### src/rtl/regfile_ctrl_pkg.sv
// Shared types for the register-file writeback arbiter: widths, source encoding,
// buffered entry record and the wrap-safe sequence age compare.
package regfile_ctrl_pkg;

  localparam int DATA_WIDTH = 32;
  localparam int ADDR_WIDTH = 5;
  localparam int SEQ_WIDTH  = 4;

  localparam logic SRC_ALU = 1'b0;
  localparam logic SRC_MEM = 1'b1;

  typedef struct packed {
    logic [ADDR_WIDTH-1:0] addr;
    logic [DATA_WIDTH-1:0] data;
    logic [SEQ_WIDTH-1:0]  seq;
  } wbEntry_t;

  // a is older than b when (b - a) mod 2^SEQ_WIDTH is nonzero with a clear MSB
  function automatic logic isOlder(input logic [SEQ_WIDTH-1:0] a,
                                   input logic [SEQ_WIDTH-1:0] b);
    logic [SEQ_WIDTH-1:0] diff;
    diff = b - a;
    return (diff != '0) && !diff[SEQ_WIDTH-1];
  endfunction

endpackage

### src/rtl/wb_fifo.sv
// Small synchronous entry FIFO for one writeback source; exposes the head plus a
// per-slot valid/address view so the top can match in-flight destinations.
module wb_fifo
  import regfile_ctrl_pkg::*;
#(
  parameter int FIFO_DEPTH = 2
) (
  input  logic                           iClk,
  input  logic                           iRst,
  input  logic                           iPush,
  input  wbEntry_t                       iPushEntry,
  input  logic                           iPop,
  output wbEntry_t                       oHead,
  output logic                           oFull,
  output logic                           oEmpty,
  output logic [FIFO_DEPTH-1:0]          oValidVec,
  output logic [FIFO_DEPTH*ADDR_WIDTH-1:0] oAddrVec
);

  localparam int PTR_W = (FIFO_DEPTH > 1) ? $clog2(FIFO_DEPTH) : 1;

  wbEntry_t         entryMem [FIFO_DEPTH];
  logic [PTR_W-1:0] rdPtrReg;
  logic [PTR_W-1:0] wrPtrReg;
  logic [PTR_W:0]   countReg;

  always_ff @(posedge iClk) begin
    if (iRst) begin
      rdPtrReg <= '0;
      wrPtrReg <= '0;
      countReg <= '0;
    end else begin
      if (iPush) wrPtrReg <= wrPtrReg + 1'b1;
      if (iPop)  rdPtrReg <= rdPtrReg + 1'b1;
      case ({iPush, iPop})
        2'b10:   countReg <= countReg + 1'b1;
        2'b01:   countReg <= countReg - 1'b1;
        default: countReg <= countReg;
      endcase
    end
  end

  // Storage carries no reset: occupancy alone decides which slots are live.
  always_ff @(posedge iClk) begin
    if (iPush) entryMem[wrPtrReg] <= iPushEntry;
  end

  assign oHead  = entryMem[rdPtrReg];
  assign oFull  = (countReg == (PTR_W+1)'(FIFO_DEPTH));
  assign oEmpty = (countReg == '0);

  genvar gi;
  generate
    for (gi = 0; gi < FIFO_DEPTH; gi++) begin : gSlot
      wire [PTR_W-1:0] slotOffset = PTR_W'(gi) - rdPtrReg;
      assign oValidVec[gi] = ({1'b0, slotOffset} < countReg);
      assign oAddrVec[gi*ADDR_WIDTH +: ADDR_WIDTH] = entryMem[gi].addr;
    end
  endgenerate

endmodule

### src/rtl/regfile_wb_arbiter.sv
// Shares the register-file write port between ALU and load writebacks with
// per-source buffering, same-register ordering, MEM priority and bounded ALU starvation.
module regfile_wb_arbiter
  import regfile_ctrl_pkg::*;
#(
  parameter int FIFO_DEPTH   = 2,
  parameter int STARVE_LIMIT = 3
) (
  input  logic                  iClk,
  input  logic                  iRst,
  input  logic                  iAluValid,
  output logic                  oAluReady,
  input  logic [ADDR_WIDTH-1:0] iAluAddr,
  input  logic [DATA_WIDTH-1:0] iAluData,
  input  logic                  iMemValid,
  output logic                  oMemReady,
  input  logic [ADDR_WIDTH-1:0] iMemAddr,
  input  logic [DATA_WIDTH-1:0] iMemData,
  output logic                  oWrEn,
  output logic [ADDR_WIDTH-1:0] oWrAddr,
  output logic [DATA_WIDTH-1:0] oWrData,
  input  logic [ADDR_WIDTH-1:0] iQueryAddr0,
  input  logic [ADDR_WIDTH-1:0] iQueryAddr1,
  output logic                  oPending0,
  output logic                  oPending1,
  output logic                  oBusy
);

  localparam int STARVE_W = $clog2(STARVE_LIMIT + 1);

  logic                           aluFull, aluEmpty, memFull, memEmpty;
  logic                           aluPush, memPush, aluPop, memPop;
  wbEntry_t                       aluHead, memHead, aluPushEntry, memPushEntry, grantEntry;
  logic [FIFO_DEPTH-1:0]          aluValidVec, memValidVec;
  logic [FIFO_DEPTH*ADDR_WIDTH-1:0] aluAddrVec, memAddrVec;
  logic [SEQ_WIDTH-1:0]           seqReg, aluTag;
  logic [STARVE_W-1:0]            starveReg;
  logic                           grantValid, grantSrc;
  logic                           wrEnReg;
  logic [ADDR_WIDTH-1:0]          wrAddrReg;
  logic [DATA_WIDTH-1:0]          wrDataReg;

  assign oAluReady = !aluFull;
  assign oMemReady = !memFull;
  assign aluPush   = iAluValid && oAluReady;
  assign memPush   = iMemValid && oMemReady;

  // A simultaneous load is treated as older, so it takes the lower tag.
  assign aluTag       = memPush ? seqReg + 1'b1 : seqReg;
  assign memPushEntry = '{addr: iMemAddr, data: iMemData, seq: seqReg};
  assign aluPushEntry = '{addr: iAluAddr, data: iAluData, seq: aluTag};

  wb_fifo #(.FIFO_DEPTH(FIFO_DEPTH)) uAluFifo (
    .iClk(iClk), .iRst(iRst), .iPush(aluPush), .iPushEntry(aluPushEntry), .iPop(aluPop),
    .oHead(aluHead), .oFull(aluFull), .oEmpty(aluEmpty),
    .oValidVec(aluValidVec), .oAddrVec(aluAddrVec)
  );

  wb_fifo #(.FIFO_DEPTH(FIFO_DEPTH)) uMemFifo (
    .iClk(iClk), .iRst(iRst), .iPush(memPush), .iPushEntry(memPushEntry), .iPop(memPop),
    .oHead(memHead), .oFull(memFull), .oEmpty(memEmpty),
    .oValidVec(memValidVec), .oAddrVec(memAddrVec)
  );

  always_comb begin
    grantValid = 1'b0;
    grantSrc   = SRC_MEM;
    if (!aluEmpty && memEmpty) begin
      grantValid = 1'b1;
      grantSrc   = SRC_ALU;
    end else if (aluEmpty && !memEmpty) begin
      grantValid = 1'b1;
      grantSrc   = SRC_MEM;
    end else if (!aluEmpty && !memEmpty) begin
      grantValid = 1'b1;
      if (aluHead.addr == memHead.addr)
        grantSrc = isOlder(aluHead.seq, memHead.seq) ? SRC_ALU : SRC_MEM;
      else if (starveReg == STARVE_W'(STARVE_LIMIT))
        grantSrc = SRC_ALU;
      else
        grantSrc = SRC_MEM;
    end
  end

  assign aluPop     = grantValid && (grantSrc == SRC_ALU);
  assign memPop     = grantValid && (grantSrc == SRC_MEM);
  assign grantEntry = (grantSrc == SRC_ALU) ? aluHead : memHead;

  always_ff @(posedge iClk) begin
    if (iRst) begin
      seqReg    <= '0;
      starveReg <= '0;
      wrEnReg   <= 1'b0;
      wrAddrReg <= '0;
      wrDataReg <= '0;
    end else begin
      seqReg <= seqReg + SEQ_WIDTH'(aluPush) + SEQ_WIDTH'(memPush);
      if (aluEmpty || aluPop)
        starveReg <= '0;
      else if (starveReg != STARVE_W'(STARVE_LIMIT))
        starveReg <= starveReg + 1'b1;
      wrEnReg <= grantValid && (grantEntry.addr != '0);
      if (grantValid) begin
        wrAddrReg <= grantEntry.addr;
        wrDataReg <= grantEntry.data;
      end
    end
  end

  assign oWrEn   = wrEnReg;
  assign oWrAddr = wrAddrReg;
  assign oWrData = wrDataReg;

  logic [FIFO_DEPTH-1:0] aluHit0, aluHit1, memHit0, memHit1;

  genvar gi;
  generate
    for (gi = 0; gi < FIFO_DEPTH; gi++) begin : gHit
      assign aluHit0[gi] = aluValidVec[gi] && (aluAddrVec[gi*ADDR_WIDTH +: ADDR_WIDTH] == iQueryAddr0);
      assign aluHit1[gi] = aluValidVec[gi] && (aluAddrVec[gi*ADDR_WIDTH +: ADDR_WIDTH] == iQueryAddr1);
      assign memHit0[gi] = memValidVec[gi] && (memAddrVec[gi*ADDR_WIDTH +: ADDR_WIDTH] == iQueryAddr0);
      assign memHit1[gi] = memValidVec[gi] && (memAddrVec[gi*ADDR_WIDTH +: ADDR_WIDTH] == iQueryAddr1);
    end
  endgenerate

  // The output-register term covers the write that lands on the next edge.
  assign oPending0 = (iQueryAddr0 != '0) &&
                     ((|aluHit0) || (|memHit0) || (wrEnReg && (wrAddrReg == iQueryAddr0)));
  assign oPending1 = (iQueryAddr1 != '0) &&
                     ((|aluHit1) || (|memHit1) || (wrEnReg && (wrAddrReg == iQueryAddr1)));

  assign oBusy = !aluEmpty || !memEmpty || wrEnReg;

endmodule

### config.mk
export PLATFORM = sky130hd
export DESIGN_NAME = regfile_wb_arbiter
export DESIGN_NICKNAME = d
export VERILOG_FILES = /design/src/rtl/regfile_ctrl_pkg.sv /design/src/rtl/wb_fifo.sv /design/src/rtl/regfile_wb_arbiter.sv
export SDC_FILE = /design/constraint.sdc
export NUM_CORES = 1
export LEC_CHECK = 0
export ABC_AREA = 1
export CELL_PAD_IN_SITES_DETAIL_PLACEMENT = 0
export CELL_PAD_IN_SITES_GLOBAL_PLACEMENT = 1
export CORE_MARGIN = 3
export CORE_UTILIZATION = 46
export DETAILED_ROUTE_END_ITERATION = 12
export PLACE_DENSITY = 0.89
export RECOVER_POWER = 100
export SLEW_MARGIN = 20
export SYNTH_ARGS = -nofsm -noshare
export SYNTH_HDL_FRONTEND = slang
export SYNTH_SLANG_ARGS = --single-unit
### constraint.sdc
create_clock -name iClk -period 8.5 [get_ports iClk]
set_input_delay 2.125 -clock iClk [delete_from_list [all_inputs] [get_ports iClk]]
set_output_delay 2.125 -clock iClk [all_outputs]
set_load 0.05 [all_outputs]
* Word-level counts from Yosys, hierarchy flattened
Memory sizes are Yosys's and may differ from the RTL's. A register that Yosys moved wholly into a read port is not among the register bits. Index checks and enable logic that the tools add are counted.
Cells by class: reductions and logical operators 46, equality and inequality tests 19, magnitude comparators 4, mux-type cells 21, bitwise logic cells 1, $add $sub $neg 17
Operator list (number):
- == test 5 bit | 11
- two-way mux 41 bit | 1
- logical AND 1 bit | 21
- two-way mux 1 bit | 17
- nonzero test 5 bit | 3
- == test 2 bit (second input constant) | 5
- OR reduction 2 bit | 5
- adder 4 x 1 -> 4 bit | 2
- < comparator 1 x 2 -> 1 bit | 4
- case mux 2 bit (2 select lines) | 2
- logical OR 1 bit | 7
- adder 2 x 1 -> 2 bit (second input constant) | 3
- logical NOT 1 bit | 5
- adder 1 bit (second input constant) | 4
- adder 4 x 1 -> 4 bit (second input constant) | 1
- == test 2 x 1 -> 1 bit (second input constant) | 2
- logical NOT 2 bit | 2
- two-way mux 4 bit | 1
- nonzero test 2 bit | 2
- nonzero test 4 bit | 1
- subtractor 1 bit (first input constant) | 4
- subtractor 2 x 1 -> 2 bit (second input constant) | 2
- subtractor 4 bit | 1
- inequality test 2 bit (second input constant) | 1
- NOT 1 bit | 1
Storage, ports and cells: register bits after elaboration 52, memories kept 2, RAM bits 164, output and inout port bits 43, bits of input ports 88
Memories:
- uAluFifo.entryMem | words 2, bits a word 41, read ports 3, clocked after Yosys merged registers in 1, write ports 1, line wb_fifo.sv:22 | wbEntry_t entryMem [FIFO_DEPTH];
- uMemFifo.entryMem | words 2, bits a word 41, read ports 3, clocked after Yosys merged registers in 1, write ports 1, line wb_fifo.sv:22

* Depth between registers and ports, before layout
depth in word-level cells 12, mapped depth 24

* By module
Synthesis repeated with hierarchy kept, for this count alone.
Second synthesis, totals: cell total of the unflattened synthesis 782, area, all modules 9857.0 µm²
By module, submodules not included:
- wb_fifo | cells each 174, area each 3478.3 µm², seq. area each 2562.5 µm², instances 2
- regfile_wb_arbiter | cells each 434, area each 2900.3 µm², seq. area each 880.8 µm², instances 1

* Least setup slack after synthesis
OpenSTA, ideal clock, no wires.
kind in2out, start point input port iQueryAddr1[4], end point output port oPending1, slack 2.680 ns, buffers on the path 1, data required time 6.375 ns, arrival time 3.695 ns, cell stages on the path 7, cell sequence clkbuf_1 > inv_1 > a221oi_1 > nand3_1 > nand3_1 > nor2_1 > a21oi_1
On the way: cells in the longest elaborated chain, start to end 6
Ends and longest elaborated chain:
- start: declaration | line regfile_wb_arbiter.sv:23 | input logic [ADDR_WIDTH-1:0] iQueryAddr1,
- == test 5 bit (on tied branches) | line regfile_wb_arbiter.sv:120, regfile_wb_arbiter.sv:122
- logical AND 1 bit (on tied branches) | line regfile_wb_arbiter.sv:120, regfile_wb_arbiter.sv:122
- OR reduction 2 bit | line regfile_wb_arbiter.sv:130 | ((|aluHit1) || (|memHit1) || (wrEnReg && (wrAddrReg == iQueryAddr1)));
- logical OR 1 bit (2 in series) | line regfile_wb_arbiter.sv:130
- logical AND 1 bit (*) | line regfile_wb_arbiter.sv:129 | assign oPending1 = (iQueryAddr1 != '0) &&
- end: declaration | line regfile_wb_arbiter.sv:25 | output logic oPending1,
Every way passes the cells marked *; elsewhere a longest branch is shown, timed or not.

* Worst setup path in the final report
start point input port iQueryAddr0[3], end point output port oPending0
On the way: cells in the longest elaborated chain, start to end 6
Ends and longest elaborated chain:
- start: declaration | line regfile_wb_arbiter.sv:22 | input logic [ADDR_WIDTH-1:0] iQueryAddr0,
- == test 5 bit (on tied branches) | line regfile_wb_arbiter.sv:119, regfile_wb_arbiter.sv:121
- logical AND 1 bit (on tied branches) | line regfile_wb_arbiter.sv:119, regfile_wb_arbiter.sv:121
- OR reduction 2 bit | line regfile_wb_arbiter.sv:128 | ((|aluHit0) || (|memHit0) || (wrEnReg && (wrAddrReg == iQueryAddr0)));
- logical OR 1 bit (2 in series) | line regfile_wb_arbiter.sv:128
- logical AND 1 bit (*) | line regfile_wb_arbiter.sv:127 | assign oPending0 = (iQueryAddr0 != '0) &&
- end: declaration | line regfile_wb_arbiter.sv:24 | output logic oPending0,
Marks and branches as above.

==> impl_metrics.toml <==
[finish]
seqCellArea_um2 = 6010
nNetsFinal = 1162
antenna_cells = 0
nFillCells = 1700
synthToLayoutAreaGrowth_pct = 24.0
drive_gt1_share_pct = 4.72
multi_input_comb_area_um2 = 2970

[global_route]
grt_pass1_wl_mm = 38.6
track_usage_pct = 22.3
grt_max_degree = 50
grt_antenna_before_repair = 3
grt_overflow = 0
grt_pass1_vias = 7049

[logic_synthesis]
ys_seq_area_share_pct = 63.8
synth_nets = 1043
yosys_warnings = 0
ys_ff_latch = 218
syn-cell-area_um2 = 9410
syn_avg_cell_area_um2 = 9.97
netlist_instances = 944
synth_cell_types = 38

[sta]
fin_crit_sh_pct = 80.8
worst_slack_ps = 1640
worst_hold_slack_ps = 462
slew_headroom_pct = -89.5
finalSetupViolations = 0
post-route-min-period_ps = 6860
rsz0062_at_grt = "no"
fmax_mhz = 146
hold_violations = 0
finClkSkew_ps = 12.1
worst_pin_slew_ps = 2840
maxSlewViolCount = 262
fin_setup_tns_ps = 0

[die]
core_um2 = 19800
io-pin-count = 131
placement_rows = 51
initial_core_util_pct = 47.6
die_y_um = 149
fp.dieW_um = 149
die_area_um2 = 22200

[route]
first_pass_iters = 4
vias_per_cell = 5.33
drc = 0
postRouteAntennaNets = 0
drt_iter0_drc = 482
vias = 7173
wl_per_cell_um = 18.4
routed_wl_mm = 24.8

[critical_path]
crit_slowest_cell = "dlygate4sd3_1"
critPathMostFrequentCell = "a31oi_1"
arrival_ps = 4740
cp-end-kind = "output pin"
start_kind = "primary input"
worst-path-max-fanout = 7
critPathMaxStageDelay_ps = 920
critPathKind = "in2out"
crit_required_ps = 6380
critical_path.cell_chain = "clkdlybuf4s50_1, inv_1, nor2_1, nor3_1, nand2_1, o31ai_1, a31oi_1, a31oi_1, dlygate4sd3_1"

[cts]
clkLatencyLatePin_ps = 530
cts.sink_count = 218
cts_resized = 0
clockBufferDepth = 3
cts_tree = "done"
hold_buffers = 0
cts_setup_buffers = 0
cts_max_level = 1
path_clk_slew_ps = 60
root_buffer = "clkbuf_16"
numCtsBuffers = 23

[run_status]
status = "finished, violations left"
violations = "max-capacitance violations, max-slew violations"

[placement]
post-dp-hpwl_mm = 15.5
gp_congestion = 0.877
portBuffers = 130
place_ws_ps = 1730

[power_and_ir_drop]
powerDensity_nw_per_um2 = 351
ir_worst_vdd_v = 0.000177
p_leak_nw = 4.64

[run]
cap_viol_max_count = 7

[worst_hold_path]
hp-class = "reg2reg"
synth_stat cells:
| cell type | n | area, um2 |
|---|---|---|
| o21ai_2 | 7 | 61.3 |
| o211ai_1 | 1 | 7.51 |
| o22ai_1 | 9 | 56.3 |
| nor4_1 | 4 | 25.0 |
| buf_2 | 5 | 25.0 |
| nor4b_1 | 1 | 8.76 |
| nor3_1 | 10 | 50.1 |
| a2111oi_0 | 1 | 8.76 |
| dfxtp_1 | 54 | 1080 |
| xor2_1 | 10 | 87.6 |
| buf_6 | 5 | 56.3 |
| nor2_1 | 183 | 687 |
| nor2b_1 | 1 | 6.26 |
| o31ai_1 | 2 | 15.0 |
| buf_8 | 1 | 15.0 |
| inv_2 | 3 | 11.3 |
| inv_1 | 60 | 225 |
| buf_4 | 2 | 15.0 |
| nand4_1 | 3 | 18.8 |
| fa_1 | 2 | 40.0 |
| o221ai_1 | 2 | 17.5 |
| a221oi_1 | 4 | 35.0 |
| nand3_1 | 86 | 430 |
| nand2_1 | 164 | 616 |
| clkbuf_1 | 28 | 105 |
| xnor2_1 | 6 | 52.6 |
| ha_1 | 9 | 113 |
| nand3_2 | 1 | 10.0 |
| a31oi_1 | 3 | 18.8 |
| o21ai_0 | 78 | 390 |
| a21oi_1 | 20 | 100 |
| and3_1 | 2 | 12.5 |
| edfxtp_1 | 164 | 4920 |
| a211oi_1 | 4 | 30.0 |
| mux2i_1 | 3 | 30.0 |
| buf_1 | 3 | 11.3 |
| nand2_2 | 1 | 6.26 |
| o21ai_1 | 2 | 10.0 |
final timing paths:
check | start | end | slack (ps) | cells past startpoint
worst max-delay path | iQueryAddr0[3] | oPending0 | 1640 | 9
worst max register to register | flop | uMemFifo.countReg[1] | 1800 | 21
worst min register to register | starveReg[1] | starveReg[1] | 460 | 2
worst min-delay path | starveReg[1] | starveReg[1] | 460 | 2
layout by cell type (no fill, tap or decap), drive strengths merged:
master,instances
a31oi,3
inv,66
nor3,10
o211ai,1
clkinv,5
edfxtp,164
and3,2
bufinv,3
mux2i,3
nor4b,1
o21ai,87
nand3,87
o22ai,9
xor2,10
clkinvlp,2
dfxtp,54
a2111oi,1
nor2,183
clkbuf,34
dlygate4sd3,120
nand2,165
o31ai,2
a211oi,4
a21oi,20
a221oi,4
fa,2
nand4,3
o221ai,2
buf,3
xnor2,6
ha,9
clkdlybuf4s50,10
nor4,4
nor2b,1
area by class of cell:
| class | instances | share of cell area [%] |
|---|---|---|
| clock inverter | 13 | 1.43 |
| inverter | 63 | 2.03 |
| multi-input combinational | 619 | 25.4 |
| tap | 265 | 2.84 |
| timing repair buffer | 138 | 11.5 |
| clock buffer | 29 | 5.30 |
| sequential | 218 | 51.5 |
logic make-up after synthesis:
kind of cell	Yosys count	synth area share (%)
and+or+nand+nor	456	19.9
DFF	218	63.8
AOI/OAI and AO/OA	133	7.97
buffers and inverters	107	4.93
xor gates and xnor gates	16	1.49
adders and majority gates	11	1.62
muxes	3	0.319
per-layer routing:
metal	part of all wire [%]	global-route usage, %	vias up
met1	42	30.0	3372
met5	0.11	0	-
met4	1.7	5.81	6
met2	48	37.7	299
met3	8.0	4.01	38
li1	-	-	3458
state kept, by name, summed over array words and instances (netlist names), named ones only:
signal / flops
oWrData: 32
uAluFifo.wrPtrReg: 1
uMemFifo.rdPtrReg: 1
uAluFifo.countReg: 2
uMemFifo.wrPtrReg: 1
uAluFifo.rdPtrReg: 1
seqReg: 4
oWrEn: 1
uMemFifo.entryMem: 82
uAluFifo.entryMem: 82
starveReg: 2
uMemFifo.countReg: 2
oWrAddr: 5
per-stage QoR:
stage               power, mW  cells  instance area [um2]  utilization [%]
detailed placement       3.11   1303                10900             55.2
finish                   4.09   1345                11700             59.0
CTS                      4.16   1345                11700             59.2
floorplan                2.61    944                 9410                -
global route             4.36   1345                11700             59.0
global placement         3.09   1303                10900             55.2
critical path: cells and delay by family:
| family | cells | cell delay, ps |
|---|---|---|
| AOI/OAI and AO/OA | 3 | 580 |
| buffers and inverters | 3 | 1700 |
| and+or+nand+nor | 3 | 330 |
where the power goes:
group,switching [mW],total (mW),internal (mW)
Clock,0.421,1.04,0.614
Sequential,0.112,1.50,1.38
Combinational,1.12,1.56,0.444
No activity file was read; power rests on OpenSTA's default activity.
